$ cat src/rtl/traffic_pkg.sv
// ============================================================================
// traffic_pkg : shared timing constants and helpers for the traffic-light
//               controller and its countdown back-end.
// Revision    : 1.0  initial release
// ============================================================================
`default_nettype none

package traffic_pkg;

    localparam int CNT_W_DEF  = 4;
    localparam int CLK_HZ_DEF = 50000000;
    localparam int SIM_CLK_HZ = 10;

    localparam int GO_TIME    = 8;
    localparam int WAIT_TIME  = 2;
    localparam int CROSS_TIME = 10;

    // Two-digit BCD (tens nibble, units nibble); valid for values below 100.
    function automatic logic [7:0] to_bcd8(input logic [7:0] v);
        return {4'(v / 8'd10), 4'(v % 8'd10)};
    endfunction

endpackage

`default_nettype wire

$ cat src/rtl/traffic_countdown_tick_gen.sv
// ============================================================================
// tick_gen : prescaler producing a one-cycle tick every CLK_HZ cycles of run.
// Revision : 1.0  initial release
// ============================================================================
`default_nettype none

module tick_gen
    import traffic_pkg::*;
#(
    parameter int CLK_HZ = SIM_CLK_HZ
) (
    input  logic clk,
    input  logic rst,
    input  logic run,
    output logic tick_1s
);

    localparam int              PRE_W  = (CLK_HZ > 1) ? $clog2(CLK_HZ) : 1;
    localparam logic [PRE_W-1:0] C_LAST = PRE_W'(CLK_HZ - 1);

    logic [PRE_W-1:0] r_pre;
    logic             r_tick;

    always_ff @(posedge clk or negedge rst) begin
        if (!rst) begin
            r_pre  <= '0;
            r_tick <= 1'b0;
        end else if (!run) begin
            r_pre  <= '0;
            r_tick <= 1'b0;
        end else if (r_pre == C_LAST) begin
            r_pre  <= '0;
            r_tick <= 1'b1;
        end else begin
            r_pre  <= r_pre + 1'b1;
            r_tick <= 1'b0;
        end
    end

    assign tick_1s = r_tick;

endmodule

`default_nettype wire

$ cat src/rtl/traffic_countdown.sv
// ============================================================================
// traffic_countdown : 1 s tick plus pd / nopd phase down-counters with end
//                     pulses. Optional BCD outputs when TRAFFIC_BCD_EN is set.
// Revision          : 1.0  initial release
// ============================================================================
`default_nettype none

module traffic_countdown
    import traffic_pkg::*;
#(
    parameter int CLK_HZ = CLK_HZ_DEF,
    parameter int CNT_W  = CNT_W_DEF
) (
    input  logic             clk,
    input  logic             rst,
    input  logic             run,
    input  logic             ld_pd,
    input  logic [CNT_W-1:0] ld_val_pd,
    input  logic             ld_nopd,
    input  logic [CNT_W-1:0] ld_val_nopd,
    output logic             tick_1s,
    output logic             cnt_pd_end,
    output logic             cnt_nopd_end,
    output logic [CNT_W-1:0] remain_pd,
    output logic [CNT_W-1:0] remain_nopd
`ifdef TRAFFIC_BCD_EN
    ,
    output logic [7:0]       bcd_pd,
    output logic [7:0]       bcd_nopd
`endif
);

    logic               w_tick;
    logic [1:0]         w_ld;
    logic [2*CNT_W-1:0] w_ld_val;
    logic [2*CNT_W-1:0] w_cnt;
    logic [1:0]         w_end;

    tick_gen #(
        .CLK_HZ (CLK_HZ)
    ) u_tick_gen (
        .clk     (clk),
        .rst     (rst),
        .run     (run),
        .tick_1s (w_tick)
    );

    assign w_ld     = {ld_nopd, ld_pd};
    assign w_ld_val = {ld_val_nopd, ld_val_pd};

    for (genvar i = 0; i < 2; i++) begin : g_chan
        logic [CNT_W-1:0] r_cnt;
        logic             r_end;
        logic [CNT_W-1:0] w_val;

        assign w_val = w_ld_val[i*CNT_W +: CNT_W];

        // Load wins over a same-cycle tick; a zero load still reports expiry
        // so the controlling FSM never waits forever.
        always_ff @(posedge clk or negedge rst) begin
            if (!rst) begin
                r_cnt <= '0;
                r_end <= 1'b0;
            end else if (w_ld[i]) begin
                r_cnt <= w_val;
                r_end <= (w_val == '0);
            end else if (w_tick && run && (r_cnt != '0)) begin
                r_cnt <= r_cnt - 1'b1;
                r_end <= (r_cnt == CNT_W'(1));
            end else begin
                r_end <= 1'b0;
            end
        end

        assign w_cnt[i*CNT_W +: CNT_W] = r_cnt;
        assign w_end[i]                = r_end;
    end

    assign tick_1s      = w_tick;
    assign cnt_pd_end   = w_end[0];
    assign cnt_nopd_end = w_end[1];
    assign remain_pd    = w_cnt[0 +: CNT_W];
    assign remain_nopd  = w_cnt[CNT_W +: CNT_W];

`ifdef TRAFFIC_BCD_EN
    logic [15:0] w_bcd;

    for (genvar j = 0; j < 2; j++) begin : g_bcd
        logic [7:0] r_bcd;

        always_ff @(posedge clk or negedge rst) begin
            if (!rst) begin
                r_bcd <= 8'h00;
            end else begin
                r_bcd <= to_bcd8(8'(w_cnt[j*CNT_W +: CNT_W]));
            end
        end

        assign w_bcd[j*8 +: 8] = r_bcd;
    end

    assign bcd_pd   = w_bcd[7:0];
    assign bcd_nopd = w_bcd[15:8];
`endif

endmodule

`default_nettype wire
$ cat config.mk
export PLATFORM = sky130hd
export DESIGN_NAME = traffic_countdown
export DESIGN_NICKNAME = d
export VERILOG_FILES = /design/src/rtl/traffic_pkg.sv /design/src/rtl/traffic_countdown_tick_gen.sv /design/src/rtl/traffic_countdown.sv
export SDC_FILE = /design/constraint.sdc
export NUM_CORES = 1
export LEC_CHECK = 0
export BUFFER_PORTS_ARGS = -buffer_cell sky130_fd_sc_hd__buf_4
export CAP_MARGIN = 20
export CORE_MARGIN = 5
export CORE_UTILIZATION = 50
export DETAILED_ROUTE_END_ITERATION = 12
export GPL_TIMING_DRIVEN = 0
export PLACE_DENSITY_LB_ADDON = 0.05
export SYNTH_ARGS = -nofsm -noshare
export SYNTH_HDL_FRONTEND = slang
export SYNTH_SLANG_ARGS = --single-unit
$ cat constraint.sdc
create_clock -name clk -period 2.5 [get_ports clk]
set_input_delay 0.125 -clock clk [delete_from_list [all_inputs] [get_ports clk]]
set_output_delay 0.125 -clock clk [all_outputs]
set_load 0.02 [all_outputs]
# Yosys cells after proc, flatten, opt, wreduce, memory -nomap -nowiden
# Cells that the tools add are included.
dict set report classes {
  n_addsub 3
  n_eq_ne 3
  mux 12
  n_reduce_logical 9
}
# op n
set op_table {}
lappend op_table {{$mux 26} 2}
lappend op_table {{$add 26x1->26 const B} 1}
lappend op_table {{$eq 26x26->1 const B} 1}
lappend op_table {{$mux 4} 4}
lappend op_table {{$eq 4x1->1 const B} 2}
lappend op_table {{$logic_not 4->1} 2}
lappend op_table {{$reduce_bool 4->1} 2}
lappend op_table {{$sub 4x1->4 const B} 2}
lappend op_table {{$mux 1} 6}
lappend op_table {{$reduce_bool 2->1} 2}
lappend op_table {{$logic_and 1x1->1} 3}
dict set report word_totals {
  ff_bits 37
  out_inout_bits 11
  elab_cells 33
}

# Longest topological paths before layout
# Gate-level depths: netlist of the first run.
dict set report depth {
  word_depth 4
  ltp_mapped 6
  depth_no_buf 5
}

# Hierarchy
# A second synthesis of the first run with hierarchy kept.
dict set report hier_totals {
  hier_cells 220
  area_unflattened_um2 2063.2
}
# module n_inst cells_each area_per_inst_um2
set by_module_without_submodules {}
lappend by_module_without_submodules {tick_gen 1 150 1405.1}
lappend by_module_without_submodules {traffic_countdown 1 70 658.1}

# Least setup slack after synthesis of the first run
# OpenSTA, ideal clock, no wires.
dict set report synth_timing {
  kind {register to register}
  from {register u_tick_gen.r_pre[0]}
  to {register u_tick_gen.r_pre[2]}
  t_arrival_ns 1.794
  required_time_ns 2.379
  setup_slack_ns 0.584
  stages_incl_launch_ff 7
  path_cell_list {dfrtp_1 ha_1 and2_1 nand4_1 o41ai_4 buf_2 nor2_1}
}
dict set report synth_via {
  elab_chain_cells 3
  word_cells_on_any_way 4
  classes_between {1 x add/sub; 1 x eq/ne; 2 x mux}
}
# element line
set synth_rtl {}
lappend synth_rtl {{start: declaration} traffic_countdown_tick_gen.sv:21} ;# logic [PRE_W-1:0] r_pre;
lappend synth_rtl {{start signal: assignment} traffic_countdown_tick_gen.sv:35} ;# r_pre <= r_pre + 1'b1;
lappend synth_rtl {{$add 26x1->26 or $eq 26x26->1 (tied branches)} {traffic_countdown_tick_gen.sv:35, traffic_countdown_tick_gen.sv:31}}
lappend synth_rtl {{$mux 26 (*)} traffic_countdown_tick_gen.sv:31} ;# end else if (r_pre == C_LAST) begin
lappend synth_rtl {{$mux 26 (*)} traffic_countdown_tick_gen.sv:28} ;# end else if (!run) begin
# Every way passes the cells marked *; elsewhere a longest branch is shown, timed or not.
# A chain may end at the register's enable or synchronous reset.

# Final worst setup path of the first run
dict set report layout_timing {
  from {register u_tick_gen.r_pre[0]}
  to {register u_tick_gen.r_pre[4]}
}
# The elaborated chain is that of the path after synthesis.

==> results of run 1 <==
[cell usage in the layout, fill, tap and decap left out, types with 3 or more instances in the layout]
| master | n |
|---|---|
| nor2_1 | 15 |
| o31ai_1 | 3 |
| or4_1 | 5 |
| o21ai_0 | 10 |
| nand2_1 | 13 |
| nor4_1 | 4 |
| and2_1 | 4 |
| xor2_1 | 10 |
| inv_1 | 6 |
| mux2_2 | 4 |
| buf_4 | 23 |
| nand4_1 | 3 |
| a21oi_1 | 14 |
| clkbuf_1 | 3 |
| xnor2_1 | 8 |
| ha_1 | 5 |
| nand3_1 | 12 |
| or3_1 | 9 |
| buf_2 | 3 |
| dfrtp_1 | 37 |
| clkbuf_8 | 6 |
[power by group through the flow]
stage	Sequential [mW]	Clock, mW	Combinational [mW]
floorplan	0.658	0	0.0492
global placement	0.644	0	0.125
global route	0.636	0.455	0.144
finish	0.634	0.418	0.131
detailed placement	0.645	0	0.132
CTS	0.634	0.431	0.134
[registers in the layout (all words and copies together) (netlist names)]
register	count
remain_nopd	4
remain_pd	4
cnt_nopd_end	1
cnt_pd_end	1
u_tick_gen.tick_1s	1
u_tick_gen.r_pre	26
[cells in the mapped netlist (2+ instances only)]
| master | instances | area, µm² |
|---|---|---|
| nand2_1 | 13 | 48.80 |
| or4_1 | 5 | 37.54 |
| nand3_1 | 12 | 60.06 |
| dfrtp_1 | 37 | 925.9 |
| nor3b_1 | 2 | 15.01 |
| and2_1 | 4 | 25.02 |
| nor3_1 | 2 | 10.01 |
| nor4_1 | 4 | 25.02 |
| nand4b_1 | 2 | 17.52 |
| xor2_1 | 10 | 87.58 |
| o21ai_0 | 10 | 50.05 |
| mux2i_1 | 2 | 20.02 |
| clkbuf_1 | 2 | 7.510 |
| o21a_1 | 2 | 15.01 |
| nand4_1 | 3 | 18.77 |
| a21oi_1 | 14 | 70.07 |
| ha_1 | 5 | 62.56 |
| nor2_1 | 15 | 56.30 |
| or3_1 | 9 | 56.30 |
| nand2b_1 | 2 | 12.51 |
| xnor2_1 | 8 | 70.07 |
| inv_1 | 6 | 22.52 |
| buf_2 | 3 | 15.01 |
| o41ai_1 | 2 | 17.52 |
| mux2_2 | 4 | 45.04 |
| and3_1 | 2 | 12.51 |
| o31ai_1 | 3 | 22.52 |
| a211oi_1 | 2 | 15.01 |
[layer usage]
| layer | part of all wire | vias up | GRT usage |
|---|---|---|---|
| met4 | 0.0085 | 0 | 0.03893 |
| met5 | 0 | - | 0 |
| li1 | - | 769 | - |
| met2 | 0.49 | 23 | 0.2685 |
| met3 | 0.038 | 4 | 0.03581 |
| met1 | 0.46 | 788 | 0.2344 |
[path summary, 6_finish.rpt]
kind                       depth (start not counted)                          start                              to
hold reg to reg                                    1  u_tick_gen.r_pre[0]$_DFF_PN0_   u_tick_gen.r_pre[0]$_DFF_PN0_
setup / recovery                                   6  u_tick_gen.r_pre[0]$_DFF_PN0_   u_tick_gen.r_pre[4]$_DFF_PN0_
hold / removal                                     2                 ld_val_nopd[0]          cnt_nopd_end$_DFF_PN0_
max in group asynchronous                          2                            rst        remain_pd[0]$_DFFE_PN0P_
setup reg to reg                                   6  u_tick_gen.r_pre[0]$_DFF_PN0_   u_tick_gen.r_pre[4]$_DFF_PN0_
min in group asynchronous                          2                            rst  u_tick_gen.r_pre[22]$_DFF_PN0_
[stage by stage]
step                hold slack, ns  instance area, µm²
floorplan                  -0.1706                1974
global placement            0.1067                2207
detailed placement          0.1137                2207
CTS                        0.02615                2303
global route               0.02348                2303
finish                     0.03670                2303
[logic make-up after synthesis]
kind of cell | count (synthesis) | share of synthesized area
muxes | 6 | 0.03295
xor gates and xnor gates | 18 | 0.07985
buffers and inverters | 12 | 0.02852
adders and majority gates | 5 | 0.03169
DFF | 37 | 0.4689
AOI/OAI and AO/OA | 35 | 0.1147
and+or+nand+nor | 83 | 0.2433
[layout make-up]
class / instances / area [µm²] / area share
buffer: 6 / 33.78 / 0.01467
clock buffer: 7 / 86.33 / 0.03748
inverter: 6 / 22.52 / 0.009777
multi-input combinational: 147 / 992.2 / 0.4307
sequential: 37 / 925.9 / 0.4020
tap: 48 / 60.06 / 0.02607
timing repair buffer: 24 / 182.7 / 0.07930
[repair_timing]
action	in CTS	in global routing
hold buffers	1	0
endpoints found under the hold margin	37	0
gates resized for setup	0	0
==> out/metrics.yaml, run 1 <==
power_leakage_nw: 0.9792
initial_core_util: 0.5274
p_int_uw: 892.4
cts.clk_slew.worst_paths_ns: 0.07
async_flop_share: 1.000
wirelength_um: 4108
fp.dieW_um: 72.84
drive_gt1_frac: 0.1938
ir_worst_vdd_mv: 0.4426
final_hold_viol_count: 0
min_period_ns: 2.314
netlist_instances: 196
seq_area_frac_synth: 0.4689
dp_hpwl_um: 3055
cp.required_ns: 2.66
critical_path_buf_inv_count: 1
cts_setup_buffers: 0
overflow: 0
insertion_delay_ns: 0.28
core_mm2: 0.003744
grt_pass1_vias: 1528
synth_nets: 214
hp-class: "in -> reg"
die_y_um: 72.84
combPwrFrac: 0.110
worst_clock_skew_ns: 0.01007
synth_seq_cells: 37
final_util: 0.6153
synth-edff-count: 0
syn_area_per_cell_um2: 10.07
cts_tree: "built"
end_kind: "flip-flop"
vias: 1584
grt_max_degree: 38
fp.dieArea_mm2: 0.005306
cts-root-buf: "clkbuf_8"
area_growth_pct: 16.67
place_congestion: 0.8186
status: "complete, no violations"
path_class: "reg -> reg"
slew_viol_final: 0
postRouteAntennaNets: 0
ctsLongestPathBuffers: 2
wire_per_inst_um: 14.94
start_kind: "flip-flop"
drt_iter0_drc: 85
final-instance-count-excl-fill: 275
seqPwrFrac: 0.536
r2r_setup_slack_ns: 0.19
crit_fanout: 10
power_mw: 1.183
drv_cap: 0
p_switching_uw: 290.4
port-buffer-count: 23
firstDrtPassIters: 4
drc: 0
grt_setup_unrepaired: "false"
p_sw_frac: 0.2455
antenna_found_initial: 0
cts_made_buffers: 5
fin_ws_ns: 0.1857
io-pin-count: 24
syn-cell-area_mm2: 0.001974
crit_slowest_cell: "o41ai_4"
fin_crit_sh: 0.9257
path_cells: "ha_1 -> and2_1 -> nand4_1 -> o41ai_4 -> buf_2 -> nor2_1"
viasPerCell: 5.760
max_stage_delay_ns: 0.59
arrival_ns: 2.47
n_antenna_cell: 0
placedCellCount: 267
fillers: 331
setup-tns-final_ns: 0
place_ws_ns: 0.1702
yosysUniqueCellTypes: 39
grt_usage: 0.1684
fmax_ghz: 0.4321
ys_dominant_reg_cell: "dfrtp_1"
slew-limit-headroom: 0.5768
max_slew.worst_pin.slew_ns: 0.6290
grt_pass1_wl_um: 7217
clkSinkCount: 37
yosys_warnings: 0
setup_viol: 0
path_delay_family: "compound AO/OA/AOI/OAI gates"
cts_max_level: 2
clkPwrFrac: 0.353
p_per_area_mw_per_mm2: 513.5
num_rows: 22
final_nets: 245
Note: power is estimated with default switching activity, not from simulation.
==> inputs of run 2 (changes only) <==
--- a/config.mk
+++ b/config.mk
@@ -14,4 +14,5 @@
 export PLACE_DENSITY_LB_ADDON = 0.05
 export SYNTH_ARGS = -nofsm -noshare
 export SYNTH_HDL_FRONTEND = slang
+export SYNTH_HIERARCHICAL = 1
 export SYNTH_SLANG_ARGS = --single-unit
==> out/metrics.yaml, run 2 <==
ir_worst_vdd_mv: 0.3385
setup-tns-final_ns: 0
yosys.area.top_type: "dfrtp_1"
p_per_area_mw_per_mm2: 492.9
cts_tree: "built"
firstDrtPassIters: 4
cts_made_buffers: 5
netlist_instances: 220
grt_pass1_wl_um: 7734
r2r_setup_slack_ns: 0.37
p_sw_frac: 0.2640
cts_setup_buffers: 0
fmax_ghz: 0.4701
crit_slowest_cell: "o31ai_2"
final_hold_viol_count: 0
fillers: 373
clkSinkCount: 37
initial_core_util: 0.5158
insertion_delay_ns: 0.29
register_area_um2: 925.9
grt_setup_unrepaired: "false"
grt_usage: 0.1840
reg2reg_depth: 6
hp-start: "ld_val_pd[3]"
drv_cap: 0
fp.dieW_um: 74.24
final_cell_area_mm2: 0.002389
end_kind: "flip-flop"
viasPerCell: 5.837
die_y_um: 74.24
synth_nets: 238
wire_per_inst_um: 15.34
wirelength_um: 4616
path_cells: "ha_1 -> and3_1 -> nand4_1 -> o31ai_2 -> buf_2 -> a21oi_1"
p_switching_uw: 310.8
slew_viol_final: 0
async_flop_share: 1.000
drive_gt1_frac: 0.1793
cts-root-buf: "clkbuf_8"
hp-class: "in -> reg"
seqPwrFrac: 0.542
cp.required_ns: 2.66
power_leakage_nw: 1.005
crit_fanout: 10
io-pin-count: 24
multiInputGateArea_mm2: 0.001061
core_mm2: 0.004000
path_class: "reg -> reg"
arrival_ns: 2.29
cts_max_level: 2
overflow: 0
r2r_end: "u_tick_gen/r_pre[22]$_DFF_PN0_"
grt_max_degree: 38
yosysUniqueCellTypes: 47
regMostFlops: "u_tick_gen/r_pre"
yosys_warnings: 6
setup_viol: 0
p_int_uw: 866.6
drt_iter0_drc: 49
synth_area_leaders: "dfrtp_1 (45%), a21oi_1 (4.1%), nor2_1 (3.6%)"
final_nets: 268
ctsLongestPathBuffers: 2
n_antenna_cell: 0
yosysTopAreaCellShare: 0.4488
max_stage_delay_ns: 0.49
final_cell_mix: "dfrtp_1 (37), buf_4 (23), nor2_1 (20)"
syn_area_per_cell_um2: 9.378
fp.dieArea_mm2: 0.005511
dp_hpwl_um: 3287
postRouteAntennaNets: 0
status: "complete, no violations"
antenna_found_initial: 0
r2r-start: "u_tick_gen/r_pre[0]$_DFF_PN0_"
largest_reg_flops: 26
synth_common_cells: "dfrtp_1 (37), nor2_1 (20), a21oi_1 (17), nand3_1 (14), nand2_1 (13)"
slew-limit-headroom: 0.4884
synth_most_common_cell: "dfrtp_1"
combPwrFrac: 0.115
area_growth_pct: 15.77
grt_pass1_vias: 1696
synth_seq_cells: 37
place_area_mm2: 0.002291
max_slew.worst_pin.slew_ns: 0.7604
num_rows: 23
min_period_ns: 2.127
fin_crit_sh: 0.8508
ys_dominant_reg_cell: "dfrtp_1"
seq_area_frac_synth: 0.4488
worst_clock_skew_ns: 0.009530
vias: 1757
holdPathStages: 2
synth-edff-count: 0
drc: 0
syn-cell-area_mm2: 0.002063
min_to: "cnt_pd_end$_DFF_PN0_"
start_kind: "flip-flop"
cts.clk_slew.worst_paths_ns: 0.08
clkPwrFrac: 0.343
final_common_cell: "dfrtp_1"
port-buffer-count: 22
place_congestion: 0.8449
## run 2: changes by cell type in the layout (fill, tap and decap cells not counted), sizes merged, moves of 4 or more
cell / delta
mux2: -4
inv: +5
o21ai: -4
nor2: +5
nor3: +5
or3: -4
nand4: +5
xor2: -5
## run 2: metal layers
layer	GRT usage	wire, µm	share of wire	up-vias
li1	-	-	-	871
met1	0.2293	2049	0.44	843
met2	0.3150	2255	0.49	38
met3	0.04865	250	0.054	5
met4	0.05336	59	0.013	0
met5	0	0	0	-
## run 2: critical path: cells and delay by family (launching register included)
| family | cells | cell delay, ns |
|---|---|---|
| AOI/OAI and AO/OA | 2 | 0.56 |
| and+or+nand+nor | 2 | 0.45 |
| DFF | 1 | 0.38 |
| buffers and inverters | 1 | 0.34 |
| adders and majority gates | 1 | 0.26 |
## run 2: worst max-delay path by stage
stage,startpoint,to,slack (ns),depth (start not counted)
2_1_floorplan,u_tick_gen/r_pre[7]$_DFF_PN0_,u_tick_gen/r_pre[25]$_DFF_PN0_,0.63,6
3_3_place_gp,u_tick_gen/r_pre[0]$_DFF_PN0_,u_tick_gen/r_pre[22]$_DFF_PN0_,0.22,6
3_5_place_dp,u_tick_gen/r_pre[0]$_DFF_PN0_,u_tick_gen/r_pre[4]$_DFF_PN0_,0.18,6
4_1_cts,u_tick_gen/r_pre[0]$_DFF_PN0_,u_tick_gen/r_pre[22]$_DFF_PN0_,0.19,6
5_1_grt,u_tick_gen/r_pre[0]$_DFF_PN0_,u_tick_gen/r_pre[21]$_DFF_PN0_,0.17,6
6_report,u_tick_gen/r_pre[0]$_DFF_PN0_,u_tick_gen/r_pre[22]$_DFF_PN0_,0.37,6
## run 2: through the flow
stage | hold slack, ns | setup slack [ns] | cells | power [mW] | util
finish | 0.01739 | 0.3730 | 301 | 1.177 | 0.5971
global route | 0.006773 | 0.1657 | 301 | 1.244 | 0.5971
CTS | 0.01418 | 0.1880 | 301 | 1.193 | 0.5959
detailed placement | 0.1172 | 0.1845 | 292 | 0.7846 | 0.5727
global placement | 0.1121 | 0.2150 | 292 | 0.7827 | 0.5727
floorplan | -0.1706 | 0.6295 | 220 | 0.7181 | -
## run 2: layout make-up
class	count	area share
buffer	8	0.01676
clock buffer	6	0.03038
clock inverter	2	0.004191
inverter	11	0.01729
multi-input combinational	164	0.4442
sequential	37	0.3876
tap	50	0.02619
timing repair buffer	23	0.07334
## run 2: cell families (layout without fill, tap and decap cells)
kind of cell | count (synthesis) | in the layout | synth area share
simple gates | 101 | 101 | 0.2838
compound gates | 45 | 45 | 0.1419
flops | 37 | 37 | 0.4488
buf+inv | 19 | 50 | 0.03942
xor+xnor | 12 | 12 | 0.05094
fa+ha+maj | 5 | 5 | 0.03032
mux | 1 | 1 | 0.004852
## run 2: timing repair
action                                 4_1_cts  5_1_grt
hold buffers                                 1        0
endpoints found under the hold margin       37        0
setup endpoints to repair                    0        4
resized for setup                            0        1
## run 2: power by group through the flow
| stage | logic [mW] | registers, mW | clock network (mW) |
|---|---|---|---|
| 3_3_place_gp | 0.133 | 0.649 | 0 |
| 5_1_grt | 0.150 | 0.641 | 0.452 |
| 6_report | 0.136 | 0.638 | 0.404 |
| 4_1_cts | 0.138 | 0.638 | 0.418 |
| 2_1_floorplan | 0.0588 | 0.659 | 0 |
| 3_5_place_dp | 0.136 | 0.649 | 0 |
